===== config.mk =====
export PLATFORM = sky130hd
export DESIGN_NAME = cdb_arbiter
export DESIGN_NICKNAME = d
export VERILOG_FILES = /design/src/rtl/cdb_pkg.sv /design/src/rtl/rr_arbiter.sv /design/src/rtl/cdb_arbiter.sv
export SDC_FILE = /design/constraint.sdc
export NUM_CORES = 1
export LEC_CHECK = 0
export ABC_AREA = 1
export CAP_MARGIN = 20
export CORE_MARGIN = 2
export CORE_UTILIZATION = 46
export DETAILED_ROUTE_END_ITERATION = 8
export HOLD_SLACK_MARGIN = 0.12
export PLACE_DENSITY = 0.88
export RECOVER_POWER = 100
export SYNTH_ARGS = -nofsm -noshare
export SYNTH_HDL_FRONTEND = slang
export SYNTH_SLANG_ARGS = --single-unit

===== constraint.sdc =====
create_clock -name clk -period 5.95 [get_ports clk]
set_clock_uncertainty 0.2 [all_clocks]
set_input_delay 1.19 -clock clk [delete_from_list [all_inputs] [get_ports clk]]
set_output_delay 1.19 -clock clk [all_outputs]
set_load 0.05 [all_outputs]

===== src/rtl/cdb_pkg.sv =====
`default_nettype none
// ============================================================================
// Module  : cdb_pkg
// Purpose : Shared types and default widths for the common data bus (CDB).
//           cdb_pkt_t is one broadcast payload: rename tag, result data and
//           ROB index. It is used both for the per-EXU input view and for the
//           registered broadcast.
// Revision: 1.0 - initial release
// ============================================================================
package cdb_pkg;

  localparam int CDB_TAG_W     = 4;
  localparam int CDB_ROB_DEPTH = 16;
  localparam int CDB_ROB_PTR_W = $clog2(CDB_ROB_DEPTH);
  localparam int CDB_DATA_W    = 32;

  typedef struct packed {
    logic [CDB_TAG_W-1:0]     tag;
    logic [CDB_DATA_W-1:0]    wdata;
    logic [CDB_ROB_PTR_W-1:0] inst_id;
  } cdb_pkt_t;

endpackage : cdb_pkg
`default_nettype wire


===== src/rtl/rr_arbiter.sv =====
`default_nettype none
// ============================================================================
// Module  : rr_arbiter
// Purpose : Combinational rotating-priority arbiter. Scans ptr, ptr+1, ...
//           modulo N and grants the first requester found.
// Ports   : req     - request vector
//           ptr     - index holding highest priority this cycle (< N)
//           en      - arbitration enable; 0 forces no grant
//           gnt     - one-hot grant (or zero)
//           gnt_idx - index of the granted requester (0 when none)
//           gnt_vld - a grant was issued
// Revision: 1.0 - initial release
// ============================================================================
module rr_arbiter #(
  parameter int N     = 4,
  parameter int IDX_W = $clog2(N)
) (
  input  logic [N-1:0]     req,
  input  logic [IDX_W-1:0] ptr,
  input  logic             en,
  output logic [N-1:0]     gnt,
  output logic [IDX_W-1:0] gnt_idx,
  output logic             gnt_vld
);

  // One extra bit so ptr+k (< 2N) can be reduced modulo N without overflow,
  // which keeps non-power-of-two N correct.
  logic [IDX_W:0]   sum;
  logic [IDX_W-1:0] idx;

  always_comb begin
    gnt     = '0;
    gnt_idx = '0;
    gnt_vld = 1'b0;
    sum     = '0;
    idx     = '0;
    for (int k = 0; k < N; k++) begin
      sum = {1'b0, ptr} + (IDX_W+1)'(k);
      if (sum >= (IDX_W+1)'(N)) begin
        sum = sum - (IDX_W+1)'(N);
      end
      idx = sum[IDX_W-1:0];
      if (en && !gnt_vld && req[idx]) begin
        gnt[idx] = 1'b1;
        gnt_idx  = idx;
        gnt_vld  = 1'b1;
      end
    end
  end

endmodule : rr_arbiter
`default_nettype wire


===== src/rtl/cdb_arbiter.sv =====
`default_nettype none
// ============================================================================
// Module  : cdb_arbiter
// Purpose : Shares the common data bus among N_REQ execution units. One
//           completion is granted per cycle in round-robin order and the
//           winner is broadcast from a register one cycle later. A ROB flush
//           suppresses arbitration for that cycle.
// Ports   : clk, rst_n    - clock, asynchronous active-low reset
//           flush         - ROB flush; no grant this cycle
//           exu_req       - per-EXU completion request
//           exu_rdy       - per-EXU grant (combinational, one-hot or zero)
//           exu_tag/wdata/inst_id - packed per-EXU payloads, EXU i at slice i
//           cdb_wr        - broadcast valid
//           cdb_tag/wdata/inst_id - broadcast payload (held when cdb_wr=0)
//           bcast_cnt     - broadcasts issued since reset (wraps)
// Note    : TAG_W and ROB_PTR_W must match the cdb_pkg widths, since the
//           payload register is a cdb_pkt_t.
// Revision: 1.0 - initial release
// ============================================================================
module cdb_arbiter
  import cdb_pkg::*;
#(
  parameter int N_REQ     = 4,
  parameter int TAG_W     = CDB_TAG_W,
  parameter int ROB_DEPTH = CDB_ROB_DEPTH,
  parameter int ROB_PTR_W = $clog2(ROB_DEPTH),
  parameter int IDX_W     = $clog2(N_REQ)
) (
  input  logic                       clk,
  input  logic                       rst_n,
  input  logic                       flush,
  input  logic [N_REQ-1:0]           exu_req,
  output logic [N_REQ-1:0]           exu_rdy,
  input  logic [N_REQ*TAG_W-1:0]     exu_tag,
  input  logic [N_REQ*32-1:0]        exu_wdata,
  input  logic [N_REQ*ROB_PTR_W-1:0] exu_inst_id,
  output logic                       cdb_wr,
  output logic [TAG_W-1:0]           cdb_tag,
  output logic [31:0]                cdb_wdata,
  output logic [ROB_PTR_W-1:0]       cdb_inst_id,
  output logic [31:0]                bcast_cnt
);

  cdb_pkt_t         pkts [N_REQ];
  cdb_pkt_t         bcast;
  logic [IDX_W-1:0] rr_ptr;
  logic [IDX_W-1:0] rr_ptr_nxt;
  logic [N_REQ-1:0] gnt;
  logic [IDX_W-1:0] gnt_idx;
  logic             gnt_vld;
  logic             arb_en;

  generate
    for (genvar i = 0; i < N_REQ; i++) begin : g_unpack
      assign pkts[i] = cdb_pkt_t'{
        tag:     exu_tag[i*TAG_W +: TAG_W],
        wdata:   exu_wdata[i*32 +: 32],
        inst_id: exu_inst_id[i*ROB_PTR_W +: ROB_PTR_W]
      };
    end
  endgenerate

  // Gating with rst_n keeps rdy low for the whole reset window, not just
  // after the first edge: an EXU must never see a handshake while in reset.
  assign arb_en = rst_n & ~flush;

  rr_arbiter #(
    .N     (N_REQ),
    .IDX_W (IDX_W)
  ) u_rr_arbiter (
    .req     (exu_req),
    .ptr     (rr_ptr),
    .en      (arb_en),
    .gnt     (gnt),
    .gnt_idx (gnt_idx),
    .gnt_vld (gnt_vld)
  );

  assign exu_rdy = gnt;

  // Priority moves to the slot just after the winner.
  assign rr_ptr_nxt = (gnt_idx == IDX_W'(N_REQ - 1)) ? '0 : gnt_idx + IDX_W'(1);

  always_ff @(posedge clk or negedge rst_n) begin
    if (!rst_n) begin
      rr_ptr    <= '0;
      cdb_wr    <= 1'b0;
      bcast     <= '0;
      bcast_cnt <= '0;
    end else begin
      cdb_wr <= gnt_vld;
      if (gnt_vld) begin
        rr_ptr    <= rr_ptr_nxt;
        bcast     <= pkts[gnt_idx];
        bcast_cnt <= bcast_cnt + 32'd1;
      end
    end
  end

  assign cdb_tag     = bcast.tag;
  assign cdb_wdata   = bcast.wdata;
  assign cdb_inst_id = bcast.inst_id;

endmodule : cdb_arbiter
`default_nettype wire


==> flow_summary.toml <==
[yosys]
synth.cell_area_mm2 = 0.005378
synth-compound-area-share_pct = 5.654
syn_nets = 968
synth_ff_type = "dfrtp_1"
synth_edf_count = 0
synth_seq_cells = 75
ys_types = 32
netlist_instances = 796
synthXorXnorAreaFrac_pct = 4.886
synth-simple-area-share_pct = 46.77
synthArstFlopShare_pct = 100.0
syn_area_per_cell_um2 = 6.756
ys_warn_count = 0
synth.yosys.seq_area_share_pct = 34.90
synth_top_family_by_area = "simple AND/OR/NAND/NOR gates"
synthAdderAreaFrac_pct = 1.163
synth_mux_area_share_pct = 0

[timing]
clock.fmax_mhz = 193.0
holdWs_ns = 0.2740
period_needed_ns = 5.180
setup_viol = 0
slew_violations = 51
finalCritPeriodShare_pct = 87.06
setup_tns_ns = 0
relSlewSlack_pct = -85.06
rsz0062_at_grt = "false"
worst_pin_slew_ns = 2.776
hold_viol_final = 0

[power]
max-vdd-ir-drop_v = 0.0003688
p_leak_uw = 0.003931
switching_share_pct = 52.74
switching_power_uw = 2202
p_comb_share_pct = 65.3
power.total_uw = 4175
p_seq_share_pct = 19.7
internal_power_uw = 1973
cellPowerDensity_mw_per_mm2 = 512.7
power_frac_clock_pct = 15.1

[layout]
fill_cells = 944
final_layout_size_suffix_gt1_share_pct = 6.158
nets = 1190
final_common_cell = "nand2_1"
syn_to_final_growth_pct = 51.44
layout_common_cells = "325 x nand2_1, 165 x clkdlybuf4s50_1, 118 x nand3_1, 77 x dlygate4sd3_1, 75 x dfrtp_1"

[floorplan]
start_util_pct = 47.10
rows = 39
die_h_um = 112.1
die_x_um = 112.1
core_area_mm2 = 0.01142
die_area_mm2 = 0.01257
io_pins = 244

[status]
status = "complete, but fails checks"
violations = "capacitance limit, slew limit"

[cts]
clock_sinks = 75
post_cts_buffers = 0
postCtsHoldBufs = 0
cts_tree = "built"
htree_levels = 3
cts.clk_slew.worst_paths_ns = 0.05
cts_root_buf = "clkbuf_16"
clock_latency_ns = 0.32
cts_inserted_buffers = 9
cts_buffer_depth = 2
cts_resized = 0

[route]
drc = 0
ant_nets = 0
vias = 5947
vias_per_cell = 5.096
drt_iter0_markers = 475
firstDrtPassIters = 5
drt_wl_total_um = 17270
post_drt_wl_per_cell_um = 14.79

[setup_path]
critical_path_arrival_ns = 3.79
cp_max_fo = 27
worstReg2RegEnd = "cdb_wdata[12]"
r2r_cells = 13
critPathRequiredTime_ns = 4.56
path_class = "input pin to output pin"
r2r-start = "rr_ptr[0]"
cp-start-kind = "input pin"
reg2reg_slack_ns = 1.58
critPathCaptureType = "output pin"

[global_routing]
antenna_found_initial = 1
grt_pass1_vias = 5807
grt_start_max_net_pins = 53
grt_remaining_overflow = 0
gr-usage-met1_pct = 33.83
grt_most_used_layer = "met2"
grt_pass1_wl_um = 28260
grtUsageMet3_pct = 8.207
met2_usage_pct = 46.79
grt.total_usage_pct = 27.56

[min_path]
hold_path.class = "flop to flop"
hold_path.startpoint = "cdb_wdata[25]"
worstHoldPathCells = 2
hold_end = "cdb_wdata[25]"

[placement]
place_congestion = 0.9460
dp_hpwl_um = 12710
port_buffers = 243

[flow_run]
drv_cap = 1
[metrics by stage]
step | cells | utilization [%] | setup slack, ns | area [µm²]
after floorplan | 796 | - | 1.619 | 5378
after global placement | 1150 | 68.63 | 1.104 | 7836
after detailed placement | 1150 | 68.63 | 1.086 | 7836
after CTS | 1166 | 71.62 | 1.056 | 8178
after global routing | 1167 | 71.32 | 0.5327 | 8144
final | 1167 | 71.32 | 0.7697 | 8144
[worst max-delay path by stage]
stage | start | endpoint | slack, ns | cells after the start
3_5_place_dp | exu_req[3] | exu_rdy[0] | 1.09 | 9
6_report | rst_n | exu_rdy[0] | 0.77 | 8
2_1_floorplan | exu_req[3] | exu_rdy[0] | 1.62 | 7
4_1_cts | exu_req[3] | exu_rdy[0] | 1.06 | 9
5_1_grt | rst_n | exu_rdy[2] | 0.53 | 8
3_3_place_gp | rst_n | exu_rdy[0] | 1.10 | 8
[cell families after synthesis]
group / after synthesis
adder cells (fa/ha/maj): 5
buffers and inverters: 82
AND/OR/NAND/NOR: 560
flip-flops: 75
AO/OA/AOI/OAI: 44
XOR/XNOR: 30
[state kept, by name, indices dropped and copies added (netlist names)]
signal       count
cdb_wdata       32
cdb_inst_id      4
cdb_tag          4
cdb_wr           1
bcast_cnt       32
rr_ptr           2
[cell usage after synthesis, types with 8 or more instances]
library cell	instances	area share, %
inv_1	41	2.9
nand3_1	116	11
nand4_1	11	1.3
or2_2	24	2.8
buf_2	23	2.1
nor3_1	14	1.3
xnor2_1	8	1.3
clkbuf_1	8	0.56
o21ai_0	10	0.93
or2_0	17	2.0
a21boi_1	19	2.7
dfrtp_1	75	35
nand2_2	8	0.93
xor2_1	22	3.6
nor2_1	26	1.8
nand2_1	323	23
[routing by layer]
layer | routed length (µm) | up-vias
li1 | - | 2995
met1 | 7121 | 2713
met2 | 8406 | 213
met3 | 1321 | 26
met4 | 416 | 0
met5 | 0 | -
[worst max-delay path, stage by stage]
cell,delay [ns]
buf_4,0.31
inv_1,0.08
nor2_1,0.37
nand4_1,0.34
clkinv_1,0.10
nand2_1,0.18
o21ai_0,0.29
dlygate4sd3_1,0.91
[power groups by stage]
| stage | sequential, µW | clock, µW | combinational [µW] |
|---|---|---|---|
| 6_report | 822 | 629 | 2720 |
| 5_1_grt | 847 | 664 | 2990 |
| 4_1_cts | 830 | 642 | 2820 |
| 3_5_place_dp | 834 | 0 | 2810 |
| 3_3_place_gp | 831 | 0 | 2780 |
| 2_1_floorplan | 1420 | 0 | 1430 |
[final cells by class]
type / count / area, µm² / area share (%)
multi-input cells: 639 / 3112 / 38.21
repair buffers: 248 / 2464 / 30.25
flip-flops and latches: 75 / 1877 / 23.05
clock buffers: 10 / 229.0 / 2.811
well taps: 143 / 178.9 / 2.197
inverters: 45 / 168.9 / 2.074
clock inverters: 6 / 112.6 / 1.383
diodes: 1 / 2.502 / 0.03073
Note: power is estimated with default switching activity, not from simulation.
